==> src/rtl/alu_accum_core_if.sv <==
// Operand/result handshake bundle for alu_accum_core.
// master = producer/consumer side (drives operands, takes results); slave = the core.
interface alu_accum_core_if #(
  parameter int unsigned WIDTH = 4,
  parameter int unsigned ACC_W = 16
) ();
  logic [WIDTH-1:0] a;
  logic [WIDTH-1:0] b;
  logic [3:0]       op;
  logic             in_valid;
  logic             in_ready;
  logic             acc_clr;
  logic [ACC_W-1:0] result;
  logic             out_valid;
  logic             out_ready;
  logic             acc_ovf;

  modport master (
    output a, b, op, in_valid, acc_clr, out_ready,
    input  in_ready, result, out_valid, acc_ovf
  );

  modport slave (
    input  a, b, op, in_valid, acc_clr, out_ready,
    output in_ready, result, out_valid, acc_ovf
  );
endinterface

==> src/rtl/alu_accum_core.sv <==
// Pipelined 16-opcode ALU with registered valid/ready result and a sticky-overflow accumulator.
// Optional macro ALU_SAT_EN: accumulator saturates at all-ones instead of wrapping.
module alu_accum_core #(
  parameter int unsigned WIDTH = 4,
  parameter int unsigned ACC_W = 16
) (
  input logic              clk,
  input logic              rst_n,
  alu_accum_core_if.slave  bus
);

  localparam int unsigned CW = 2 * WIDTH;

  typedef enum logic [3:0] {
    OP_AND  = 4'h0, OP_OR   = 4'h1, OP_NOT  = 4'h2, OP_XOR  = 4'h3,
    OP_NAND = 4'h4, OP_NOR  = 4'h5, OP_XNOR = 4'h6, OP_ADD  = 4'h7,
    OP_SUB  = 4'h8, OP_MUL  = 4'h9, OP_CMP  = 4'hA, OP_SLL  = 4'hB,
    OP_SRL  = 4'hC, OP_SLA  = 4'hD, OP_SRA  = 4'hE, OP_ACC  = 4'hF
  } op_e;

  if (WIDTH < 2 || WIDTH > 16) begin : g_bad_width
    $error("alu_accum_core: WIDTH must be in 2..16");
  end
  if (ACC_W < CW) begin : g_bad_acc_w
    $error("alu_accum_core: ACC_W must be >= 2*WIDTH");
  end

  logic [ACC_W-1:0] result_q, result_d;
  logic             out_valid_q, out_valid_d;
  logic [ACC_W-1:0] acc_q, acc_d;
  logic             acc_ovf_q, acc_ovf_d;

  logic             in_ready;
  logic             accept;
  op_e              op;
  logic [CW-1:0]    c;
  logic [WIDTH:0]   add_w;
  logic [WIDTH:0]   sub_w;
  logic [CW-1:0]    mul_w;
  logic [1:0]       cmp_w;
  logic [ACC_W-1:0] acc_base;
  logic [ACC_W:0]   acc_sum;
  logic             acc_carry;
  logic [ACC_W-1:0] acc_add;
  logic [ACC_W-1:0] alu_res;

  assign op       = op_e'(bus.op);
  assign c        = {bus.a, bus.b};
  assign in_ready = !out_valid_q || bus.out_ready;
  assign accept   = bus.in_valid && in_ready;

  always_comb begin
    add_w = {1'b0, bus.a} + {1'b0, bus.b};
    sub_w = {1'b0, bus.a} - {1'b0, bus.b};
    mul_w = {{WIDTH{1'b0}}, bus.a} * {{WIDTH{1'b0}}, bus.b};
    if (bus.a > bus.b)      cmp_w = 2'b10;
    else if (bus.a < bus.b) cmp_w = 2'b01;
    else                    cmp_w = 2'b11;
  end

  // Clear takes effect before the add, so a same-cycle clear+ACC yields acc = C.
  always_comb begin
    acc_base  = bus.acc_clr ? '0 : acc_q;
    acc_sum   = {1'b0, acc_base} + {{(ACC_W + 1 - CW){1'b0}}, c};
    acc_carry = acc_sum[ACC_W];
`ifdef ALU_SAT_EN
    acc_add   = acc_carry ? '1 : acc_sum[ACC_W-1:0];
`else
    acc_add   = acc_sum[ACC_W-1:0];
`endif
  end

  always_comb begin
    alu_res = '0;
    unique case (op)
      OP_AND:  alu_res[WIDTH-1:0] = bus.a & bus.b;
      OP_OR:   alu_res[WIDTH-1:0] = bus.a | bus.b;
      OP_NOT:  alu_res[CW-1:0]    = {~bus.a, ~bus.b};
      OP_XOR:  alu_res[WIDTH-1:0] = bus.a ^ bus.b;
      OP_NAND: alu_res[WIDTH-1:0] = ~(bus.a & bus.b);
      OP_NOR:  alu_res[WIDTH-1:0] = ~(bus.a | bus.b);
      OP_XNOR: alu_res[WIDTH-1:0] = ~(bus.a ^ bus.b);
      OP_ADD:  alu_res[WIDTH:0]   = add_w;
      OP_SUB:  alu_res[WIDTH:0]   = sub_w;
      OP_MUL:  alu_res[CW-1:0]    = mul_w;
      OP_CMP:  alu_res[1:0]       = cmp_w;
      OP_SLL:  alu_res[CW-1:0]    = {c[CW-2:0], 1'b0};
      OP_SRL:  alu_res[CW-1:0]    = {1'b0, c[CW-1:1]};
      OP_SLA:  alu_res[CW-1:0]    = {c[CW-2:0], 1'b0};
      OP_SRA:  alu_res[CW-1:0]    = {c[CW-1], c[CW-1:1]};
      OP_ACC:  alu_res            = acc_add;
    endcase
  end

  always_comb begin
    result_d    = result_q;
    out_valid_d = out_valid_q;
    if (accept) begin
      result_d    = alu_res;
      out_valid_d = 1'b1;
    end else if (bus.out_ready) begin
      out_valid_d = 1'b0;
    end
  end

  // A stalled ACC leaves acc alone, but a concurrent clear still applies.
  always_comb begin
    acc_d     = acc_base;
    acc_ovf_d = bus.acc_clr ? 1'b0 : acc_ovf_q;
    if (accept && op == OP_ACC) begin
      acc_d     = acc_add;
      acc_ovf_d = acc_ovf_d | acc_carry;
    end
  end

  always_ff @(posedge clk or negedge rst_n) begin
    if (!rst_n) begin
      result_q    <= '0;
      out_valid_q <= 1'b0;
      acc_q       <= '0;
      acc_ovf_q   <= 1'b0;
    end else begin
      result_q    <= result_d;
      out_valid_q <= out_valid_d;
      acc_q       <= acc_d;
      acc_ovf_q   <= acc_ovf_d;
    end
  end

  assign bus.in_ready  = in_ready;
  assign bus.result    = result_q;
  assign bus.out_valid = out_valid_q;
  assign bus.acc_ovf   = acc_ovf_q;

endmodule

==> src/flat_wrapper.sv <==
// flat-port wrapper written by rule: the top's interface ports become plain ports
module alu_accum_core_flat 
#(
  parameter int unsigned WIDTH = 4,
  parameter int unsigned ACC_W = 16
)
  (clk, rst_n, bus_a, bus_b, bus_op, bus_in_valid, bus_acc_clr, bus_out_ready, bus_in_ready, bus_result, bus_out_valid, bus_acc_ovf);
  alu_accum_core_if #(.WIDTH(WIDTH), .ACC_W(ACC_W)) bus_i ();
  input logic clk;
  input logic rst_n;
  input wire logic [$bits(bus_i.a)-1:0] bus_a;
  input wire logic [$bits(bus_i.b)-1:0] bus_b;
  input wire logic [$bits(bus_i.op)-1:0] bus_op;
  input wire logic [$bits(bus_i.in_valid)-1:0] bus_in_valid;
  input wire logic [$bits(bus_i.acc_clr)-1:0] bus_acc_clr;
  input wire logic [$bits(bus_i.out_ready)-1:0] bus_out_ready;
  output wire logic [$bits(bus_i.in_ready)-1:0] bus_in_ready;
  output wire logic [$bits(bus_i.result)-1:0] bus_result;
  output wire logic [$bits(bus_i.out_valid)-1:0] bus_out_valid;
  output wire logic [$bits(bus_i.acc_ovf)-1:0] bus_acc_ovf;
  assign bus_i.a = bus_a;
  assign bus_i.b = bus_b;
  assign bus_i.op = bus_op;
  assign bus_i.in_valid = bus_in_valid;
  assign bus_i.acc_clr = bus_acc_clr;
  assign bus_i.out_ready = bus_out_ready;
  assign bus_in_ready = bus_i.in_ready;
  assign bus_result = bus_i.result;
  assign bus_out_valid = bus_i.out_valid;
  assign bus_acc_ovf = bus_i.acc_ovf;
  alu_accum_core #(.WIDTH(WIDTH), .ACC_W(ACC_W)) u_core (.clk(clk), .rst_n(rst_n), .bus(bus_i));
endmodule
==> config.mk <==
export PLATFORM = sky130hd
export DESIGN_NAME = alu_accum_core_flat
export DESIGN_NICKNAME = d
export VERILOG_FILES = /design/src/rtl/alu_accum_core_if.sv /design/src/rtl/alu_accum_core.sv /design/src/flat_wrapper.sv
export SDC_FILE = /design/constraint.sdc
export NUM_CORES = 1
export LEC_CHECK = 0
export BUFFER_PORTS_ARGS = -buffer_cell sky130_fd_sc_hd__buf_4
export CAP_MARGIN = 20
export CORE_MARGIN = 2
export CORE_UTILIZATION = 55
export CTS_CLUSTER_DIAMETER = 80
export DETAILED_ROUTE_END_ITERATION = 6
export PLACE_DENSITY = 0.82
export SLEW_MARGIN = 20
export SYNTH_ARGS = -nofsm -noshare
export SYNTH_HDL_FRONTEND = slang
export SYNTH_SLANG_ARGS = --single-unit
export TNS_END_PERCENT = 100
==> constraint.sdc <==
create_clock -name clk -period 2.35 [get_ports clk]
set_clock_uncertainty 0.2 [all_clocks]
set_input_delay 0.235 -clock clk [delete_from_list [all_inputs] [get_ports clk]]
set_output_delay 0.235 -clock clk [all_outputs]
set_load 0.01 [all_outputs]
==> results.sh <==
export IMPL_violations="negative setup slack"
export IMPL_synth_edf_count=0
export IMPL_vias=3979
export IMPL_io_buffers=35
export IMPL_netlist_area_leader_share=0.2337
export IMPL_routed_wl_met3_mm=1.113
export IMPL_path_class="input pin to register"
export IMPL_multi_input_area_mm2=0.002927
export IMPL_antenna_found_initial=0
export IMPL_grt_pass1_wl_mm=18.39
export IMPL_period_share=1.221
export IMPL_cts_root_buf="clkbuf_8"
export IMPL_final_area_mm2=0.004930
export IMPL_cp_start_kind="input pin"
export IMPL_track_usage=0.3184
export IMPL_ys_ff_latch=34
export IMPL_yosysMostFrequentCell="dfrtp_1"
export IMPL_die_w_um=85.37
export IMPL_antenna_left=0
export IMPL_final_seq_area_um2=850.8
export IMPL_drtIter0Drc=515
export IMPL_synth_seq_area_share=0.2337
export IMPL_path_max_fanout=2
export IMPL_leakagePower_uw=0.002247
export IMPL_row_count=29
export IMPL_placed_cell_area_mm2=0.004405
export IMPL_ys_flop_type="dfrtp_1"
export IMPL_numPlacedInstances=584
export IMPL_clk_pin_slew_ps=70
export IMPL_core_mm2=0.006386
export IMPL_regToRegSetupSlack_ps=-140
export IMPL_pin_count=36
export IMPL_setup_tns_ps=-2357
export IMPL_crit_arrival_ps=2840
export IMPL_numCtsBuffers=5
export IMPL_wl_met2_mm=5.600
export IMPL_cts_path_max_buffers=2
export IMPL_slew_viol_final=0
export IMPL_yosysTopAreaCell="dfrtp_1"
export IMPL_wl_met1_mm=4.997
export IMPL_ys_types=74
export IMPL_tightestPinTransition_ps=531.3
export IMPL_wl_mm=12.02
export IMPL_drcViolationCount=0
export IMPL_ys_top_cells_by_area="dfrtp_1 (23%), ha_1 (11%), a21oi_1 (4.0%)"
export IMPL_final_setup_worst_slack_ps=-518.9
export IMPL_holdWs_ps=94.30
export IMPL_cts_sinks=34
export IMPL_reg2regPathDepth=9
export IMPL_rr_endpoint="u_core.bus.result[6]"
export IMPL_cp_slowest_cell="fa_2"
export IMPL_hpwl_mm=8.237
export IMPL_hold_depth=3
export IMPL_syn_to_final_growth_pct=35.40
export IMPL_endpoint_kind="register"
export IMPL_final_hold_violation_count=0
export IMPL_setup_viol=14
export IMPL_fillers=409
export IMPL_htreeDepth=2
export IMPL_critPathRequiredTime_ps=2320
export IMPL_fp_dieArea_mm2=0.007287
export IMPL_status="finished, violations left"
export IMPL_r2r_start="u_core.acc_q[0]"
export IMPL_max_slew_margin_rel=0.6431
export IMPL_top_layer="met4"
export IMPL_critPathTopFamily="adder cells"
export IMPL_cp_common_cell="fa_2"
export IMPL_postSynthAreaPerCell_um2=8.370
export IMPL_via_per_inst=6.577
export IMPL_async_flop_share=1.000
export IMPL_netlist_area_mm2=0.003641
export IMPL_gr_total_overflow=0
export IMPL_clock_latency_ps=290
export IMPL_cts_tree="done"
export IMPL_path_cells="buf_8, nand2_8, fa_1, inv_2, fa_2, inv_1, fa_2, xor2_1, o21ai_1, and3_1, a211o_1, a221o_1"
export IMPL_gp_congestion=0.9888
export IMPL_synth_warnings=0
export IMPL_worstHoldStart="bus_in_valid"
export IMPL_synth_nets=491
export IMPL_yosys_top_cells_count="dfrtp_1 (34), nand2_1 (33), ha_1 (32)"
export IMPL_period_needed_ps=2869
export IMPL_utilization=0.7719
export IMPL_start_util=0.5701
export IMPL_n_antenna_cell=0
export IMPL_die_h_um=85.37
export IMPL_irDropWorstVdd_v=0.0003320
export IMPL_min_to="u_core.bus.out_valid"
export IMPL_drive_above_1_share=0.3409
export IMPL_fin_nets=584
export IMPL_rsz0062_at_grt="true"
export IMPL_grt_max_degree=35
export IMPL_drt_wirelength_per_cell_um=19.87
export IMPL_drt_pass1_iter_count=6
export IMPL_synthCells=435
export IMPL_grt_pass1_vias=3667
export IMPL_max_clock_freq_mhz=348.6
export IMPL_max_cap_viol_count=0
export IMPL_power_density_mw_per_mm2=347.6
export IMPL_cp_num_buf_inv=3
export IMPL_finalNonFillerCells=605
export IMPL_max_stage_delay_ps=570
export IMPL_hold_path_class="input pin to register"
-- worst min-delay path: cells and delay by family --
kind	cells	cell delay, ps
AND/OR/NAND/NOR	1	90
buffers and inverters	2	230
-- layout by cell type (no fill, tap or decap), types with 9 or more instances in the layout --
master	n
nor2b_1	14
nand3_1	17
inv_1	18
a21oi_1	26
ha_1	24
o21ai_0	11
xnor2_1	13
nor2_1	29
nand2b_1	9
buf_4	100
dfrtp_1	34
nand2_1	30
-- cell families after synthesis --
group,count (synthesis),synth area share
compound gates,114,0.2162
xor+xnor,21,0.05052
fa+ha+maj,39,0.1485
buf+inv,47,0.05567
flops,34,0.2337
mux,12,0.03505
simple gates,168,0.2605
-- routing by layer --
metal / track usage / up-vias
met3: 0.05156 / 41
met2: 0.4964 / 247
met1: 0.4591 / 1901
met5: 0 / -
met4: 0.08802 / 0
li1: - / 1790
-- stage by stage --
step / total power [µW] / worst slack (ps)
floorplan: 976.3 / -529.9
global placement: 1204 / -744.9
detailed placement: 1219 / -809.0
CTS: 1672 / -446.8
global route: 1792 / -606.4
finish: 1713 / -518.9
-- power breakdown --
| part | total (µW) | internal, µW | switching [µW] |
|---|---|---|---|
| sequential | 620 | 607 | 12.9 |
| clock | 422 | 199 | 223 |
| combinational | 672 | 314 | 358 |
| total | 1710 | 1120 | 594 |
-- sequential cells by signal, indices dropped and copies added, names as in the netlist --
register / flops
u_core.bus.acc_ovf: 1
u_core.acc_q: 16
u_core.bus.out_valid: 1
u_core.bus.result: 16
-- worst max-delay path by stage --
stage / to / cells past startpoint / startpoint
2_1_floorplan: u_core.bus.result[4] / 11 / bus_b[1]
3_3_place_gp: u_core.bus.result[4] / 12 / bus_b[1]
3_5_place_dp: u_core.bus.result[4] / 12 / bus_b[1]
4_1_cts: u_core.bus.result[4] / 12 / bus_a[2]
5_1_grt: u_core.bus.result[4] / 12 / bus_b[1]
6_report: u_core.bus.result[4] / 12 / bus_a[2]
-- final cells by class --
type                    instances  share of cell area
multi-input cells             354              0.5937
repair buffers                111              0.1815
flip-flops and latches         34              0.1726
well taps                      77             0.01954
inverters                      22             0.01675
clock buffers                   5             0.01396
clock inverters                 2            0.002030
-- timing repair --
| item | 4_1_cts | 5_1_grt |
|---|---|---|
| pin swaps | 27 | 36 |
| resized for setup | 35 | 32 |
| setup buffers | 4 | 10 |
| setup endpoints to repair | 16 | 23 |
| hold buffers | 1 | 0 |
| endpoints found under the hold margin | 34 | 0 |
Power figures use the tool's default switching activity.
